### config.mk
export PLATFORM = sky130hd
export DESIGN_NAME = nx_fifo_wr_arb
export DESIGN_NICKNAME = d
export VERILOG_FILES = /design/src/rtl/nx_fifo_wr_arb.sv
export SDC_FILE = /design/constraint.sdc
export NUM_CORES = 1
export LEC_CHECK = 0
export ABC_AREA = 1
export CAP_MARGIN = 25
export CORE_AREA = 8 8 188 190
export DETAILED_ROUTE_END_ITERATION = 10
export DIE_AREA = 0 0 196 198
export GPL_TIMING_DRIVEN = 0
export PLACE_DENSITY = 0.52
export SKIP_LAST_GASP = 1
export SLEW_MARGIN = 20
export SYNTH_ARGS = -nofsm -noshare
export SYNTH_HDL_FRONTEND = slang
export SYNTH_SLANG_ARGS = --single-unit
### constraint.sdc
create_clock -name clk -period 2.4 [get_ports clk]
set_input_delay 0.48 -clock clk [delete_from_list [all_inputs] [get_ports clk]]
set_output_delay 0.48 -clock clk [all_outputs]
set_load 0.02 [all_outputs]
### src/rtl/nx_fifo_wr_arb.sv
// Round-robin write-port arbiter and flush sequencer in front of a shared nx_fifo.
// Optional per-requester grant counters: define NX_FIFO_WR_ARB_STATS_EN.
module nx_fifo_wr_arb #(
    parameter int unsigned NREQ  = 4,
    parameter int unsigned WIDTH = 96,
    parameter int unsigned IDW   = 2
) (
    input  logic                    clk,
    input  logic                    rst,
    input  logic [NREQ-1:0]         req_valid,
    input  logic [NREQ*WIDTH-1:0]   req_data,
    output logic [NREQ-1:0]         req_ready,
    input  logic                    flush_req,
    output logic                    flush_done,
    input  logic                    fifo_full,
    input  logic                    fifo_empty,
    output logic                    fifo_wen,
    output logic [WIDTH-1:0]        fifo_wdata,
    output logic                    fifo_clear,
    output logic [IDW-1:0]          grant_id,
    output logic                    busy
`ifdef NX_FIFO_WR_ARB_STATS_EN
    ,
    output logic [NREQ*16-1:0]      grant_cnt
`endif
);

    typedef enum logic [1:0] {
        ARB   = 2'd0,
        CLR   = 2'd1,
        DRAIN = 2'd2,
        DONE  = 2'd3
    } state_t;

    state_t         state;
    logic [IDW-1:0] last_grant;
    logic [IDW-1:0] winner;
    logic [IDW-1:0] cand_idx;
    int unsigned    cand;
    logic           found;
    logic           arb_open;

    // Round-robin search starting just after the last granted requester.
    always_comb begin
        found    = 1'b0;
        winner   = '0;
        cand     = 0;
        cand_idx = '0;
        for (int unsigned k = 1; k <= NREQ; k++) begin
            cand     = (32'(last_grant) + k) % NREQ;
            cand_idx = IDW'(cand);
            if (!found && req_valid[cand_idx]) begin
                found  = 1'b1;
                winner = cand_idx;
            end
        end
    end

    // Zero-latency write path; gated by rst so everything reads 0 during reset.
    always_comb begin
        arb_open   = !rst && (state == ARB) && !flush_req && !fifo_full && found;
        req_ready  = '0;
        req_ready[winner] = arb_open;
        fifo_wen   = arb_open;
        fifo_wdata = arb_open ? req_data[32'(winner)*WIDTH +: WIDTH] : '0;
    end

    // Flush sequencer and pointer state; clear/done/busy are registered alongside the state.
    always_ff @(posedge clk or posedge rst) begin
        if (rst) begin
            state      <= ARB;
            last_grant <= IDW'(NREQ - 1);
            grant_id   <= '0;
            fifo_clear <= 1'b0;
            flush_done <= 1'b0;
            busy       <= 1'b0;
        end else begin
            fifo_clear <= 1'b0;
            flush_done <= 1'b0;
            case (state)
                ARB: begin
                    if (flush_req) begin
                        state      <= CLR;
                        fifo_clear <= 1'b1;
                        busy       <= 1'b1;
                    end else if (arb_open) begin
                        last_grant <= winner;
                        grant_id   <= winner;
                    end
                end
                CLR: begin
                    state <= DRAIN;
                end
                DRAIN: begin
                    if (fifo_empty) begin
                        state      <= DONE;
                        flush_done <= 1'b1;
                    end
                end
                DONE: begin
                    state <= ARB;
                    busy  <= 1'b0;
                end
                default: begin
                    state <= ARB;
                    busy  <= 1'b0;
                end
            endcase
        end
    end

`ifdef NX_FIFO_WR_ARB_STATS_EN
    logic [15:0] cnt_q [NREQ];

    // Saturating per-requester accept counters, wiped when the FIFO is cleared.
    always_ff @(posedge clk or posedge rst) begin
        if (rst) begin
            for (int unsigned i = 0; i < NREQ; i++) cnt_q[i] <= '0;
        end else if (state == CLR) begin
            for (int unsigned i = 0; i < NREQ; i++) cnt_q[i] <= '0;
        end else begin
            for (int unsigned i = 0; i < NREQ; i++) begin
                if (arb_open && (winner == IDW'(i)) && (cnt_q[i] != 16'hFFFF))
                    cnt_q[i] <= cnt_q[i] + 16'd1;
            end
        end
    end

    always_comb begin
        grant_cnt = '0;
        for (int unsigned i = 0; i < NREQ; i++) grant_cnt[i*16 +: 16] = cnt_q[i];
    end
`endif

endmodule

==> flow_summary.toml <==
[status]
status = "complete, but fails checks"
violations = "negative setup slack"

[synth]
seq_area_frac_synth = 0.0463
synth_nets = 1383
synth-edff-count = 0
synth-async-reset-ratio = 1.00
synthTopCellsByCount = "nand2_1 (235), nor2_1 (198), nand3_1 (196)"
yosys.area.top_type = "nand4_1"
synth_cells = 986
synth.avg_cell_area_um2 = 4.99
synth_cell_types = 22
synth-seq-cells = 9
synthMostInstantiatedCell = "nand2_1"
synth_top_area_share = 0.247
yosys_warnings = 0
syn-cell-area_um2 = 4920
synth-main-ff-cell = "dfrtp_1"
ys_top_cells_by_area = "nand4_1 (25%), nand3_1 (20%), nand2_1 (18%)"

[clock_tree]
htree_levels = 1
insertion_delay_ns = 0.24
clk_path_buf_depth = 2
cts.sinks = 9
path_clk_slew_ns = 0.04
numCtsBuffers = 3
cts_tree = "built"
hold_buffers = 0
root_buffer = "clkbuf_16"

[placed_design]
place_congestion = 0.948
hpwlAfterDp_mm = 35.8
numPortBuffers = 498
dp.cells = 1892
place_ws_ns = -1.57
dpl_cell_area_um2 = 10800

[worst_setup_path]
path_class = "flop to output pin"
crit_path_end_kind = "output pin"
slowest_delay_ns = 0.55
crit_path_cell_trace = "buf_6 > nand2_4 > nand3_1 > nand2_2 > nor2_4 > nand3_4 > nand2_8 > buf_12 > buf_4 > nand4_1 > nand2_2 > nor2_1 > nor2_2 > buf_6"
critPathRequiredTime_ns = 1.92
cp_top_family = "simple AND/OR/NAND/NOR gates"
crit_buf_inv = 4
start_kind = "flop"
cpMaxStageDelayCell = "dfstp_2"
worst_ep_arrival_time_ns = 2.59
critPathMaxFanout = 10

[layout]
layout-drive-gt1-share = 0.292
finalInstanceArea_um2 = 12000
final_nets = 1921
seqCellArea_um2 = 228
area_growth_pct = 143
multi_input_comb_area_um2 = 4530
n_fill_cell = 3535
fin_cells = 1933

[route]
drt-initial-drc-count = 612
antenna_left = 0
via_per_inst = 4.86
wire_per_inst_um = 23.0
first_pass_iters = 7
drc_errors = 0
drt-total-wl_mm = 44.4
vias = 9402

[floorplan]
fp.dieH_um = 198
top_level_ports = 499
die-area_um2 = 38800
start_util = 0.153
die_w_um = 196
core-area_um2 = 32200
std_cell_rows = 66

[power_and_ir_drop]
combPwrFrac = 0.974
seqPwrFrac = 0.013
p_switching_mw = 12.4
switching_share = 0.568
powerDensity_nw_per_um2 = 1820
vdd_drop_max_v = 0.000806
intPower_mw = 9.39
clkPwrFrac = 0.014
p_leak_nw = 5.42
total_power_mw = 21.8

[sta]
finalCritPeriodShare = 1.28
min_period_ns = 3.07
hold_violations = 0
fin_skew_ns = 0.00184
relSlewSlack = 0.738
hold_slack_ns = 0.485
tightestPinTransition_ns = 0.394
report.final.slew_viol_count = 0
setup_ws_ns = -0.673
max_freq_mhz = 325
setup_viol = 101
rsz0062_at_grt = "true"

[grt]
grt_pass1_wl_mm = 62.7
grt.overflow.total = 0
grt_max_degree = 11
antenna_found_initial = 3
grt_pass1_vias = 9564
grtUsageTotal = 0.211

[min_path]
worstHoldPathType = "flop to flop"

[job]
drv_cap = 0
## registers in the layout, summed over array words and instances, names as in the netlist
register,count
state,2
fifo_clear,1
last_grant,2
grant_id,2
busy,1
flush_done,1
## worst reg2reg max path, delay by kind of cell, from the launching register on
family / cells / cell delay [ns]
AND/OR/NAND/NOR: 7 / 0.64
buffers and inverters: 5 / 0.76
flip-flops: 1 / 0.55
## layout make-up
type | count | share of cell area
clock buffer | 4 | 0.00658
sequential | 9 | 0.0190
inverter | 18 | 0.00627
timing repair buffer | 534 | 0.446
antenna | 2 | 0.000418
tap | 408 | 0.0426
multi-input combinational | 843 | 0.378
buffer | 115 | 0.101
## cells in the final DEF, fill, tap and decap left out, types with 9 or more instances in the layout
| cell | synthesis | final |
|---|---|---|
| nor2_2 | 3 | 129 |
| nand2_2 | 2 | 28 |
| nand2_1 | 235 | 199 |
| inv_1 | 13 | 12 |
| nor2_1 | 198 | 68 |
| buf_4 | 12 | 106 |
| buf_8 | 0 | 21 |
| buf_2 | 77 | 16 |
| clkdlybuf4s50_1 | 0 | 393 |
| clkbuf_2 | 0 | 10 |
| nand2_4 | 1 | 9 |
| nand4_1 | 194 | 194 |
| buf_12 | 1 | 17 |
| buf_6 | 9 | 68 |
| nand3_1 | 196 | 188 |
## power groups by stage
| stage | Clock, mW | Sequential [mW] | Combinational (mW) |
|---|---|---|---|
| after detailed placement | 0 | 0.299 | 16.5 |
| after CTS | 0.303 | 0.279 | 19.9 |
| after global routing | 0.308 | 0.288 | 23.0 |
| final | 0.295 | 0.281 | 21.2 |
| after global placement | 0 | 0.295 | 16.6 |
| after floorplan | 0 | 0.326 | 11.1 |
## path summary, 6_finish.rpt
check / slack, ns / depth (start not counted) / from / endpoint
worst max-delay path: -0.67 / 14 / last_grant[0] / fifo_wdata[1]
worst min-delay path: 0.49 / 2 / grant_id[0] / grant_id[0]
worst max register to register: 0.34 / 12 / last_grant[0] / grant_id[1]
worst min register to register: 0.49 / 2 / grant_id[0] / grant_id[0]
max in group asynchronous: 1.57 / 2 / rst / last_grant[0]
min in group asynchronous: 0.52 / 2 / rst / grant_id[1]
## metrics by stage
step                 util  TNS (ns)
finish              0.372    -58.75
global route        0.372    -71.92
CTS                 0.357    -62.90
detailed placement  0.334   -141.38
global placement    0.334   -141.99
floorplan               -     -1.45
## layer usage
metal	share of wire	GRT usage	routed length, um
met5	0.00027	0	12
met4	0.021	0.0387	935
met3	0.068	0.0394	3030
met2	0.50	0.377	22100
met1	0.41	0.263	18300
## cell families after synthesis
kind of cell,count (synthesis),synth area share
and+or+nand+nor,832,0.789
AOI/OAI and AO/OA,7,0.00711
adders and majority gates,4,0.0102
buffers and inverters,134,0.148
DFF,9,0.0463
## timing repair
| item | 4_1_cts | 5_1_grt |
|---|---|---|
| pin swaps | 47 | 34 |
| buffers inserted | 20 | 9 |
| resized for setup | 615 | 197 |
| setup endpoints to repair | 103 | 101 |
| gates cloned | 6 | 2 |
Power figures use the tool's default switching activity.
